### src/rtl/deaccumulation.sv
// Purpose : dispenses a loaded balance in requested chunks, saturating at what is left.
// Latency : 1 cycle from a sampled req to dout/valid; remain/ngrant update on the same edge.
// Backpressure: none; every request made in DRAIN without a load is granted at once.
//
// Ports:
//   clk    - rising-edge clock
//   rst    - asynchronous active-low reset
//   load   - latch total as the new balance (takes priority over req)
//   total  - balance to load (AW bits)
//   req    - dispense request, sampled on the rising edge
//   amt    - requested dispense amount (DW bits)
//   dout   - granted amount, registered
//   valid  - one-cycle pulse when dout carries a fresh grant
//   remain - current balance, registered
//   busy   - high while draining
//   empty  - high when remain is zero
//   ngrant - grants since the last load, wraps at 16
//
// DW must not exceed AW: amounts are zero-extended to AW bits before use.

module deaccumulation #(
  parameter int DW = 4,
  parameter int AW = 8
) (
  input  logic          clk,
  input  logic          rst,
  input  logic          load,
  input  logic [AW-1:0] total,
  input  logic          req,
  input  logic [DW-1:0] amt,
  output logic [DW-1:0] dout,
  output logic          valid,
  output logic [AW-1:0] remain,
  output logic          busy,
  output logic          empty,
  output logic [3:0]    ngrant
);

  typedef enum logic [1:0] {
    S_IDLE  = 2'd0,
    S_DRAIN = 2'd1,
    S_DONE  = 2'd2
  } state_t;

  state_t        r_state;
  state_t        w_next_state;

  logic [DW-1:0] r_dout;
  logic          r_valid;
  logic [AW-1:0] r_remain;
  logic [3:0]    r_ngrant;

  logic [AW-1:0] w_amt_ext;
  logic [AW-1:0] w_grant;
  logic [AW-1:0] w_remain_after;
  logic          w_accept;
  logic          w_busy;

  // Compare and subtract at balance width so a large amt never wraps remain.
  assign w_amt_ext      = AW'(amt);
  assign w_grant        = (w_amt_ext > r_remain) ? r_remain : w_amt_ext;
  assign w_remain_after = r_remain - w_grant;

  // A request only counts while draining, and a simultaneous load wins.
  assign w_accept = (r_state == S_DRAIN) && req && !load;

  // State register
  always_ff @(posedge clk or negedge rst) begin
    if (!rst) begin
      r_state <= S_IDLE;
    end else begin
      r_state <= w_next_state;
    end
  end

  // Next-state logic
  always_comb begin
    w_next_state = r_state;
    if (load) begin
      w_next_state = (total != '0) ? S_DRAIN : S_DONE;
    end else begin
      case (r_state)
        S_IDLE:  w_next_state = S_IDLE;
        S_DRAIN: begin
          // Leave DRAIN on the very edge that takes the last unit.
          if (req && (w_remain_after == '0)) begin
            w_next_state = S_DONE;
          end
        end
        S_DONE:  w_next_state = S_DONE;
        default: w_next_state = S_IDLE;
      endcase
    end
  end

  // State-decoded outputs
  always_comb begin
    w_busy = 1'b0;
    case (r_state)
      S_DRAIN: w_busy = 1'b1;
      default: w_busy = 1'b0;
    endcase
  end

  // Datapath registers
  always_ff @(posedge clk or negedge rst) begin
    if (!rst) begin
      r_dout   <= '0;
      r_valid  <= 1'b0;
      r_remain <= '0;
      r_ngrant <= '0;
    end else if (load) begin
      // dout keeps the previous grant across a reload.
      r_remain <= total;
      r_ngrant <= '0;
      r_valid  <= 1'b0;
    end else if (w_accept) begin
      // A saturated grant is below amt, so it always fits in DW bits.
      r_dout   <= w_grant[DW-1:0];
      r_valid  <= 1'b1;
      r_remain <= w_remain_after;
      r_ngrant <= r_ngrant + 4'd1;
    end else begin
      r_valid  <= 1'b0;
    end
  end

  assign dout   = r_dout;
  assign valid  = r_valid;
  assign remain = r_remain;
  assign ngrant = r_ngrant;
  assign busy   = w_busy;
  assign empty  = (r_remain == '0);

endmodule

### config.mk
export PLATFORM = sky130hd
export DESIGN_NAME = deaccumulation
export DESIGN_NICKNAME = d
export VERILOG_FILES = /design/src/rtl/deaccumulation.sv
export SDC_FILE = /design/constraint.sdc
export NUM_CORES = 1
export LEC_CHECK = 0
export ABC_AREA = 0
export BUFFER_PORTS_ARGS = -buffer_cell sky130_fd_sc_hd__buf_2
export CAP_MARGIN = 20
export CORE_ASPECT_RATIO = 1.4
export CORE_MARGIN = 8
export CORE_UTILIZATION = 35
export DETAILED_ROUTE_END_ITERATION = 8
export GPL_TIMING_DRIVEN = 0
export SYNTH_ARGS = -nofsm -noshare
export SYNTH_HDL_FRONTEND = slang
export SYNTH_SLANG_ARGS = --single-unit
### constraint.sdc
create_clock -name clk -period 3.2 [get_ports clk]
set_input_delay 0.16 -clock clk [delete_from_list [all_inputs] [get_ports clk]]
set_output_delay 0.16 -clock clk [all_outputs]
set_load 0.05 [all_outputs]
==> qor.csv <==
stage,metric,value,unit
placement,dpl cells,209,
cells_and_area,number of fill cells,320,
synthesis,synth top area cells,"dfrtp_1 (39%), ha_1 (10%), o21ai_0 (6.9%)",
synthesis,"Distinct cells, synth",31,
synthesis,mapped cell area,1230,um2
cells_and_area,area of the multi-input gates,833,um2
cells_and_area,finished layout cell area,1770,um2
global_route,first-pass GRT wire length,5.63,mm
power_and_ir_drop,pwr/cell area,536,nW/um2
cts,clk_lat worst skew,0.26,ns
floorplanning,row cnt,25,
routing,final WL,3.74,mm
cts,root buffer cell,clkbuf_8,
timing,RSZ-0062 raised after global routing,yes,
cts,CTS sink cnt,19,
synthesis,main combinational cell family by area after synthesis,simple AND/OR/NAND/NOR gates,
timing,final count of pins violating max slew,0,
placement,placed instance area,1500,um2
synthesis,synthesized-area fraction occupied by xor and xnor cells,5.70,%
routing,1st-iter DRT viols,55,
synthesis,Yosys top cell area share,38.7,%
placement,hpwl dp,2.75,mm
timing,tightest hold margin,0.112,ns
global_route,grt ovf,0,
cells_and_area,share of cells above drive strength 1,44.5,%
timing,final period utilization,114,%
routing,total number of vias,1195,
synthesis,post-synthesis mux area share,5.80,%
floorplanning,Die ar.,5690,um2
worst_setup_path,CP max FO,2,
floorplanning,I/O pin count,35,
cells_and_area,Ant. Diodes,0,
floorplanning,Die W,66.1,um
floorplanning,Core ar.,3380,um2
power_and_ir_drop,sequential power share,31.9,%
worst_setup_path,endpoint class of the critical path,register,
cts,Num CTS Buffers,3,
outcome,status,"complete, but fails checks",
synthesis,Syn Nets,162,
cells_and_area,area grow syn2layout,44.1,%
worst_setup_path,CP cell instances,inv_2 -> ha_4 -> nor2b_4 -> o21a_1 -> o21a_1 -> o21ai_4 -> mux2i_2 -> ha_2 -> inv_2 -> fa_2 -> nor4_1 -> o21ai_2 -> nor4bb_4 -> nand2b_4 -> mux2i_1,
outcome,violated checks,setup timing,
worst_setup_path,Setup Crit Path Kind,register to register,
cts,CTS tree,done,
floorplanning,Die Span Y,86.1,um
worst_setup_path,worst path arrival time,3.82,ns
power_and_ir_drop,Pleak,0.000880,uW
synthesis,Synth warnings,0,
power_and_ir_drop,NetSw,405,uW
synthesis,Post-Synth Adder-Cell Area,11.8,%
synthesis,post-synthesis sequential area ratio,38.7,%
timing,Fin Setup TNS,-1.02,ns
timing,Period minus WS final,3.64,ns
power_and_ir_drop,Clk pwr share,18.1,%
timing,"Setup violations, final",5,
worst_setup_path,CP max stage delay,0.47,ns
worst_setup_path,Critical Path RT,3.39,ns
power_and_ir_drop,Worst VDD drop,0.330,mV
cells_and_area,nets@finish,219,
synthesis,dominant cell type by area after synthesis,dfrtp_1,
synthesis,synthesis-stage register bit count,19,
min_path,Min-Delay Path Class,primary input to register,
global_route,Total Routing Usage GR,12.8,%
cells_and_area,Seq. cell area,480,um2
routing,routed len/inst,16.2,um
timing,slew margin rel.,70.1,%
timing,FMAX,275,MHz
job,number of max-cap violations,0,
worst_setup_path,startpoint types,register,
routing,post-route antenna net violation count,0,
routing,Vias/cell,5.17,
power_and_ir_drop,switching share of power,42.7,%
timing,Final WS setup,-0.437,ns
synthesis,simple-gate share of the synthesized area,18.4,%
timing,Slew @ Worst Pin,0.448,ns
cells_and_area,fin cells,231,
global_route,initial antenna violation count,0,
synthesis,Mean Syn Cell Area,9.10,um2
global_route,largest net degree at the start of global routing,20,
synthesis,compound-gate portion of the synthesized area,15.3,%
routing,number of remaining DRC errors,0,
power_and_ir_drop,Int Power,544,uW
cts,maximum root-to-sink buffer count,2,
power_and_ir_drop,Gate power share,50.0,%
placement,PortBufs,34,
timing,Fin. Hold Viols,0,
cells_and_area,"Core Util, Final",52.4,%
synthesis,Post-Syn Instances,135,
routing,DR pass1 iterations,4,
worst_setup_path,slowest stage cell on the critical path,fa_2,
cts,H-tree level count,1,
cts,"Reg clk slew, reported paths",0.07,ns
timing,clock skew,0.00123,ns
placement,gp weighted congestion,0.849,
global_route,number of global-route vias before repair,1170,
floorplanning,Initial Util,36.4,%
[synth_stat cells, drive strengths merged]
| library cell | number |
|---|---|
| nand3 | 3 |
| nor2b | 4 |
| o221ai | 1 |
| nand2b | 1 |
| o21a | 2 |
| fa | 1 |
| nor4 | 1 |
| a21oi | 6 |
| nand2 | 18 |
| or3 | 1 |
| nor2 | 8 |
| or2 | 1 |
| xnor2 | 5 |
| o21ai | 18 |
| a41oi | 1 |
| ha | 10 |
| a21bo | 1 |
| dfrtp | 19 |
| inv | 11 |
| nand4 | 2 |
| nor3 | 1 |
| or4 | 3 |
| o22ai | 1 |
| xor2 | 3 |
| nor4bb | 2 |
| clkbuf | 3 |
| mux2 | 1 |
| a21o | 1 |
| mux2i | 6 |
[cells by family (layout without fill, tap and decap cells)]
kind of cell	count (synthesis)	count (layout)
and+or+nand+nor	45	45
AOI/OAI and AO/OA	31	31
DFF	19	19
buffers and inverters	14	70
adders and majority gates	11	11
xor gates and xnor gates	8	8
muxes	7	7
[critical path: cells and delay by family, from the launching register on]
kind,cells,cell delay [ns]
AO/OA/AOI/OAI,4,0.72
adder cells (fa/ha/maj),3,0.91
buffers and inverters,2,0.11
flip-flops,1,0.41
multiplexers,2,0.46
AND/OR/NAND/NOR,4,0.94
[metrics by stage]
step / power (uW) / setup WS, ns
after floorplan: 597 / -0.237
after global placement: 689 / -0.494
after detailed placement: 701 / -0.606
after CTS: 894 / -0.338
after global routing: 1000 / -0.537
final: 948 / -0.437
[placed cells by master, fill, tap and decap left out, drive strengths merged, types with 2 or more instances in the layout]
cell type / count
nand3: 3
dfrtp: 19
nand2: 18
nor2b: 4
inv: 11
nor2: 8
o21a: 2
a21oi: 6
ha: 10
nand4: 2
or4: 3
mux2i: 6
o21ai: 18
buf: 51
xnor2: 5
clkbuf: 6
nor4bb: 2
xor2: 3
[routing by layer]
layer / up-vias / global-route usage, % / part of all wire (%)
li1: 576 / - / -
met1: 561 / 13.2 / 38
met2: 45 / 23.4 / 52
met3: 13 / 3.39 / 6.7
met4: 0 / 5.07 / 3.3
met5: - / 0 / 0
[sequential cells by signal, indices dropped and copies added, names as in the netlist]
register	count
r_state	2
ngrant	4
remain	8
dout	4
valid	1
[repair_timing]
action	in CTS	in global routing
resized for setup	5	19
pin swaps	5	10
buffers inserted	5	12
hold buffers	1	0
hold endpoints to repair	19	0
endpoints found under the setup margin	5	6
[worst paths after layout]
| check | from | end | slack (ns) | depth (start not counted) |
|---|---|---|---|---|
| setup / recovery | remain[1] | r_state[1] | -0.44 | 15 |
| hold / removal | total[7] | remain[7] | 0.11 | 3 |
| setup reg to reg | remain[1] | r_state[1] | -0.44 | 15 |
| hold reg to reg | dout[3] | dout[3] | 0.48 | 2 |
| max in group asynchronous | rst | remain[2] | 2.49 | 2 |
| min in group asynchronous | rst | remain[4] | 0.37 | 2 |
[power groups by stage]
stage / Sequential, uW / Clock (uW) / Combinational, uW
2_1_floorplan: 418 / 0 / 179
3_3_place_gp: 310 / 0 / 379
3_5_place_dp: 313 / 0 / 387
4_1_cts: 306 / 177 / 411
5_1_grt: 307 / 190 / 507
6_report: 302 / 172 / 474
[final cells by class]
| type | instances | area share [%] |
|---|---|---|
| Inverter | 11 | 2.33 |
| Clock buffer | 3 | 2.33 |
| Timing Repair Buffer | 52 | 17.4 |
| Multi-Input combinational cell | 102 | 47.1 |
| Clock inverter | 1 | 0.283 |
| Tap cell | 40 | 2.83 |
| Sequential cell | 19 | 27.1 |
| Buffer | 3 | 0.636 |
No activity file was read; power rests on OpenSTA's default activity.
